**src/rtl/ds_tx_arbiter.sv**
```systemverilog
// Packet-level round-robin arbiter sharing one NAP data-stream transmit port
// among NUM_REQ requesters; the grant is held from first beat to eop.
module ds_tx_arbiter #(
  parameter int unsigned NUM_REQ = 4,
  parameter int unsigned DATA_W  = 256,
  parameter int unsigned ADDR_W  = 4
) (
  input  logic                        clk,
  input  logic                        reset,
  input  logic [NUM_REQ-1:0]          req_valid,
  output logic [NUM_REQ-1:0]          req_ready,
  input  logic [NUM_REQ*DATA_W-1:0]   req_data,
  input  logic [NUM_REQ*ADDR_W-1:0]   req_addr,
  input  logic [NUM_REQ-1:0]          req_eop,
  output logic                        tx_valid,
  input  logic                        tx_ready,
  output logic [DATA_W-1:0]           tx_data,
  output logic [ADDR_W-1:0]           tx_addr,
  output logic                        tx_sop,
  output logic                        tx_eop,
  output logic                        busy,
  output logic [2:0]                  grant_id,
  output logic [15:0]                 pkt_count
);

  localparam int unsigned GNT_W = 3;
  localparam int unsigned CNT_W = 16;

  typedef enum logic [0:0] {IDLE, SEND} state_e;

  state_e             state_q, state_d;
  logic [GNT_W-1:0]   grant_q, grant_d;
  logic [GNT_W-1:0]   rr_ptr_q, rr_ptr_d;
  logic               first_beat_q, first_beat_d;
  logic [CNT_W-1:0]   pkt_count_q, pkt_count_d;

  logic               sel_found;
  logic [GNT_W-1:0]   sel_idx;
  int unsigned        cand;

  logic               g_valid;
  logic [DATA_W-1:0]  g_data;
  logic [ADDR_W-1:0]  g_addr;
  logic               g_eop;
  logic               hs;

  // Round-robin pick: first valid requester scanning upward from rr_ptr.
  always_comb begin
    sel_found = 1'b0;
    sel_idx   = '0;
    cand      = 0;
    for (int unsigned k = 0; k < NUM_REQ; k++) begin
      cand = 32'(rr_ptr_q) + k;
      if (cand >= NUM_REQ) cand = cand - NUM_REQ;
      for (int unsigned j = 0; j < NUM_REQ; j++) begin
        if (!sel_found && (cand == j) && req_valid[j]) begin
          sel_found = 1'b1;
          sel_idx   = GNT_W'(j);
        end
      end
    end
  end

  // Granted requester's beat slice.
  always_comb begin
    g_valid = 1'b0;
    g_data  = '0;
    g_addr  = '0;
    g_eop   = 1'b0;
    for (int unsigned i = 0; i < NUM_REQ; i++) begin
      if (grant_q == GNT_W'(i)) begin
        g_valid = req_valid[i];
        g_data  = req_data[i*DATA_W +: DATA_W];
        g_addr  = req_addr[i*ADDR_W +: ADDR_W];
        g_eop   = req_eop[i];
      end
    end
  end

  always_comb begin
    state_d      = state_q;
    grant_d      = grant_q;
    rr_ptr_d     = rr_ptr_q;
    first_beat_d = first_beat_q;
    pkt_count_d  = pkt_count_q;
    req_ready    = '0;
    tx_valid     = 1'b0;
    tx_sop       = 1'b0;
    tx_data      = g_data;
    tx_addr      = g_addr;
    tx_eop       = g_eop;
    hs           = 1'b0;

    unique case (state_q)
      IDLE: begin
        if (sel_found) begin
          grant_d      = sel_idx;
          first_beat_d = 1'b1;
          state_d      = SEND;
        end
      end
      SEND: begin
        tx_valid = g_valid;
        tx_sop   = first_beat_q & g_valid;
        for (int unsigned i = 0; i < NUM_REQ; i++) begin
          req_ready[i] = (grant_q == GNT_W'(i)) & tx_ready;
        end
        hs = g_valid & tx_ready;
        if (hs) first_beat_d = 1'b0;
        if (hs && g_eop) begin
          rr_ptr_d    = (grant_q == GNT_W'(NUM_REQ - 1)) ? '0 : grant_q + GNT_W'(1);
          pkt_count_d = pkt_count_q + CNT_W'(1);
          state_d     = IDLE;
        end
      end
      default: state_d = IDLE;
    endcase
  end

  always_ff @(posedge clk or posedge reset) begin
    if (reset) begin
      state_q      <= IDLE;
      grant_q      <= '0;
      rr_ptr_q     <= '0;
      first_beat_q <= 1'b0;
      pkt_count_q  <= '0;
    end else begin
      state_q      <= state_d;
      grant_q      <= grant_d;
      rr_ptr_q     <= rr_ptr_d;
      first_beat_q <= first_beat_d;
      pkt_count_q  <= pkt_count_d;
    end
  end

  assign busy      = (state_q == SEND);
  assign grant_id  = busy ? grant_q : '0;
  assign pkt_count = pkt_count_q;

endmodule
```
**config.mk**
```make
export PLATFORM = sky130hd
export DESIGN_NAME = ds_tx_arbiter
export DESIGN_NICKNAME = d
export VERILOG_FILES = /design/src/rtl/ds_tx_arbiter.sv
export SDC_FILE = /design/constraint.sdc
export NUM_CORES = 1
export LEC_CHECK = 0
export BUFFER_PORTS_ARGS = -buffer_cell sky130_fd_sc_hd__buf_2
export CAP_MARGIN = 20
export CELL_PAD_IN_SITES_DETAIL_PLACEMENT = 2
export CELL_PAD_IN_SITES_GLOBAL_PLACEMENT = 2
export CORE_AREA = 2 2 516 518
export CTS_CLUSTER_DIAMETER = 50
export DETAILED_ROUTE_END_ITERATION = 16
export DIE_AREA = 0 0 518 520
export PLACE_DENSITY_LB_ADDON = 0.1
export REMOVE_ABC_BUFFERS = 1
export SLEW_MARGIN = 20
export SYNTH_ARGS = -nofsm -noshare
export SYNTH_HDL_FRONTEND = slang
export SYNTH_SLANG_ARGS = --single-unit
```
**constraint.sdc**
```tcl
create_clock -name clk -period 4.3 [get_ports clk]
set_input_delay 0.86 -clock clk [delete_from_list [all_inputs] [get_ports clk]]
set_output_delay 0.86 -clock clk [all_outputs]
set_load 0.01 [all_outputs]
```
* Word level (Yosys, flattened, before mapping)
Cells that the tools add are included.
** Operators by class
- Eq/ne operators :: 17
- Reductions and logical operators :: 55
- Order comparisons :: 4
- Multiplexer cells :: 62
- Bitwise gates (word level) :: 7
- $add $sub $neg :: 9
** Operators by type and width (number)
- 256-bit 2-to-1 mux :: 4
- 32-bit by 2-bit == test with 1-bit output, second input constant :: 8
- 32-bit by 1-bit == test with 1-bit output, second input constant :: 4
- 32-bit logical NOT :: 4
- 32-bit 2-to-1 mux :: 4
- 3-bit 2-to-1 mux :: 16
- 1-bit logical AND :: 32
- 1-bit 2-to-1 mux :: 31
- 4-bit 2-to-1 mux :: 5
- 16-bit by 1-bit adder with 16-bit output, second input constant :: 1
- 1-bit logical NOT :: 15
- 4-bit by 3-bit subtractor with 5-bit output, second input constant :: 3
- 4-bit by 3-bit >= comparator with 1-bit output, second input constant :: 3
- 3-bit by 2-bit adder with 4-bit output, second input constant :: 2
- 1-bit bitwise AND :: 6
- 3-bit by 2-bit == test with 1-bit output, second input constant :: 2
- 2-bit AND reduction :: 3
- 3-bit by 1-bit adder with 4-bit output, second input constant :: 1
- 1-bit case mux with 2 select lines :: 2
- 3-bit by 3-bit subtractor with 4-bit output, second input constant :: 1
- 3-bit by 1-bit adder with 3-bit output, second input constant :: 1
- 3-bit by 1-bit == test with 1-bit output, second input constant :: 1
- 3-bit >= comparator, second input constant :: 1
- 3-bit logical NOT :: 1
- other kinds (3) :: 3
** Word-level totals
- Register bits :: 24
- Bits of input ports :: 1051
- Word-level logic and storage cells :: 159

* Longest topological paths before layout
- Depth after elaboration :: 67
- Gate-level depth with buffers :: 10
- Depth with buffers taken out :: 7

* Worst setup path after synthesis
OpenSTA, ideal clock, no wires.
- Kind :: register -> output
- From :: register grant_q[1]
- To :: output port tx_data[42]
- Arrival :: 1.873 ns
- Cell stages (with the launch flop) :: 11
- Path slack :: 1.567 ns
- Path through :: dfrtp_1 > inv_1 > ha_1 > buf_6 > buf_2 > buf_2 > clkbuf_1 > nand2_1 > a21oi_1 > a21oi_1 > o21ai_0
** Between the ends
- Cells in the longest elaborated chain, start to end :: 5
- Elaborated cells between the ends (all ways) :: 8
- Those cells by class :: 3 x eq/ne; 4 x mux; 1 x reduce/logical
** Ends and longest elaborated chain
- start: declaration :: line 32 : logic [GNT_W-1:0] grant_q, grant_d;
- start signal: assignment :: line 129 : grant_q <= grant_d;
- 3-bit logical NOT :: line 71 : if (grant_q == GNT_W'(i)) begin
- 256-bit 2-to-1 mux (3 in a row) :: line 71
- 256-bit 2-to-1 mux (*) :: line 71
- end: declaration :: line 17 : output logic [DATA_W-1:0] tx_data,
Every way passes the cells marked *; elsewhere a longest branch is shown, timed or not.

* Final worst setup path
- From :: register grant_q[1]
- To :: output port tx_data[182]
The elaborated chain is that of the path after synthesis.

==> run metrics <==
worst hold path class=reg -> reg; met1 usage=0.1375; Row Count=189; dominant synthesized flop cell=dfrtp_1; I/O Pins=1338; max-slew violation count=0; Clock Latency Late Sink=280 ps; Longest Clk Path Bufs=2; Die Area=about 270000 sq um; finished layout cell area=21650 sq um; mapped cell area=9886 sq um; Detailed Place HPWL=roughly 150000 microns; global-route wire length before repair=219500 microns; Global Route met3 Usage=0.05955; pwr/cell area=648.1 nW/um^2; CTS tree=built; number of synthesized flops with an enable pin=0; WP data required=between 3000 and 4000 ps; WS Path Type=reg -> out; initial core utilization=0.03746; Clock Skews=11.90 ps; P&R area growth vs syn=119.0%; area of the multi-input gates=8491 sq um; FFs w/ async S/R, synth=1.000; DR WL/cell=25.47 microns; 1st-iter DRT viols=just under 700; register area=550.5 sq um; CP Capture Type=output pin; unrepaired setup endpoints after global routing=no; Vias=19761; die width=518 microns; Slew @ Worst Pin=909.8 ps; worst-path fanout max=45; Setup Slack @ Placement=between 60 and 70 ps; total track usage=0.1211; fin nets=4199; #FFs+latches synth=22; grt total ovfl=0; largest net degree at the start of global routing=93; worst setup path end=tx_data[182]; Worst EP arrival=3120 ps; CTS Root Cell=clkbuf_16; final hold violations=0; startpoint types=flip-flop; core area=263900 sq um; GRT Max-Usage Layer=met2; slew margin rel.=0.3934; cell count after synthesis=roughly 1900; drt via density=a little under 3; Max IR drop VDD=0.0002388 V; Pre-antenna DRT Iters=4; max-cap violations=0; internal reg-to-reg setup slack=1060 ps; Synth cell types=32; leakage=9.060 nW; crit path from=grant_q[1]; vias in the first global route=21299; global routing usage on met2=0.2084; clock-pin slew on the worst setup and hold paths=around 70 ps; GP Congestion=0.8008; DRC viols=0; Final Util=0.08205; H-tree depth=1; Placed Area=21350 sq um; status=complete, no violations; fmax=251.2 MHz; reg2reg end=pkt_count[10]; antenna viol nets, final=0; clock sinks=22; reg-to-reg critical path startpoint=grant_q[1]; yosys warns=0; share of cells above drive strength 1=0.4675; worst setup margin=about 320 ps; # fillers=32128; Buffers on Ports=1336; sequential-to-total area share from yosys stat=0.05569; initial antenna violation count=211; Post-Route Setup TNS=0 ps; # hold bufs at CTS=0; cts bufs inserted=3; final setup violating endpoints=0; syn_area_per_cell=5.225 sq um; fin crit period=approximately 4000 ps; Post-Route WL=171600 microns; Worst Reg-to-Reg Cells=10; part of the cycle the worst path needs=0.9258; height of the die=roughly 520 microns
[synth_stat cells, types with 4 or more instances]
| library cell | instances | share of area |
|---|---|---|
| inv_1 | 6 | 0.0023 |
| o21ai_0 | 265 | 0.13 |
| clkbuf_1 | 139 | 0.053 |
| and3_1 | 8 | 0.0051 |
| nor2_1 | 17 | 0.0065 |
| a21oi_1 | 519 | 0.26 |
| nand2_1 | 530 | 0.20 |
| nand4_1 | 6 | 0.0038 |
| nand3b_1 | 257 | 0.20 |
| dfrtp_1 | 22 | 0.056 |
| nor2b_1 | 4 | 0.0025 |
| ha_1 | 5 | 0.0063 |
| buf_2 | 52 | 0.026 |
| xnor2_1 | 14 | 0.012 |
| a22oi_1 | 6 | 0.0046 |
| buf_1 | 12 | 0.0046 |
| nand3_1 | 8 | 0.0041 |
| buf_6 | 4 | 0.0046 |
[kinds of logic after synthesis]
kind of cell,Yosys count,share of synthesized area
flops,22,0.05569
other cells,1,0.0003793
compound gates,799,0.4097
fa+ha+maj,5,0.006328
xor+xnor,16,0.01418
simple gates,835,0.4225
buf+inv,214,0.09125
[final cells by class]
| type | count | share of cell area |
|---|---|---|
| clock buffers | 4 | 0.004103 |
| diodes | 62 | 0.007165 |
| well taps | 3533 | 0.2041 |
| repair buffers | 1454 | 0.3660 |
| multi-input cells | 1656 | 0.3921 |
| flip-flops and latches | 22 | 0.02542 |
| inverters | 6 | 0.001040 |
[flip-flops by register name (all words and copies together), names as in the netlist]
signal        flops
pkt_count        16
grant_q           2
first_beat_q      1
rr_ptr_q          2
busy              1
[stage by stage]
step / hold WS (ps) / std cells / total power [mW]
floorplan: 460.6 / 1684 / 5.519
global placement: 476.5 / 6667 / 14.62
detailed placement: 476.8 / 6667 / 14.60
CTS: 492.0 / 6674 / 14.96
global route: 525.3 / 6698 / 15.64
finish: 483.4 / 6737 / 14.03
[critical path, cell delays in order, from the launching register on]
cell and delay (ps):
dfrtp_1 440, inv_1 220, ha_4 390, buf_12 210, buf_12 200, nand2_1 120, a21oi_1 140, a21oi_1 50
o21ai_0 620, buf_4 220, buf_2 170
[report_power, final]
group          internal (mW)  switching [mW]
logic                   4.41            9.06
clock network          0.143           0.101
registers              0.245          0.0780
total                   4.80            9.24
[worst min-delay path by stage]
stage | from | endpoint | slack, ps | cells past startpoint
floorplan | first_beat_q | first_beat_q | 460 | 2
global placement | pkt_count[15] | pkt_count[15] | 480 | 1
detailed placement | pkt_count[15] | pkt_count[15] | 480 | 1
CTS | pkt_count[15] | pkt_count[15] | 490 | 1
global route | pkt_count[4] | pkt_count[4] | 530 | 1
finish | pkt_count[15] | pkt_count[15] | 480 | 1
[cell usage in the layout, fill, tap and decap left out, drive strengths merged, types with 14 or more instances in the layout]
| master | n |
|---|---|
| nand3b | 257 |
| nand2 | 530 |
| xnor2 | 14 |
| buf | 1454 |
| nor2 | 17 |
| o21ai | 265 |
| a21oi | 519 |
| diode | 62 |
| dfrtp | 22 |
[per-layer routing]
| metal | part of all wire | vias to the layer above |
|---|---|---|
| li1 | - | 9188 |
| met2 | 0.47 | 1031 |
| met4 | 0.014 | 144 |
| met3 | 0.11 | 275 |
| met5 | 0.0054 | - |
| met1 | 0.40 | 9123 |
[repair_timing]
action	in CTS	in global routing
buffers inserted	3	1
hold endpoints to repair	0	0
pin swaps	0	0
gates resized for setup	5	0
endpoints found under the setup margin	6	1
No activity file was read; power rests on OpenSTA's default activity.
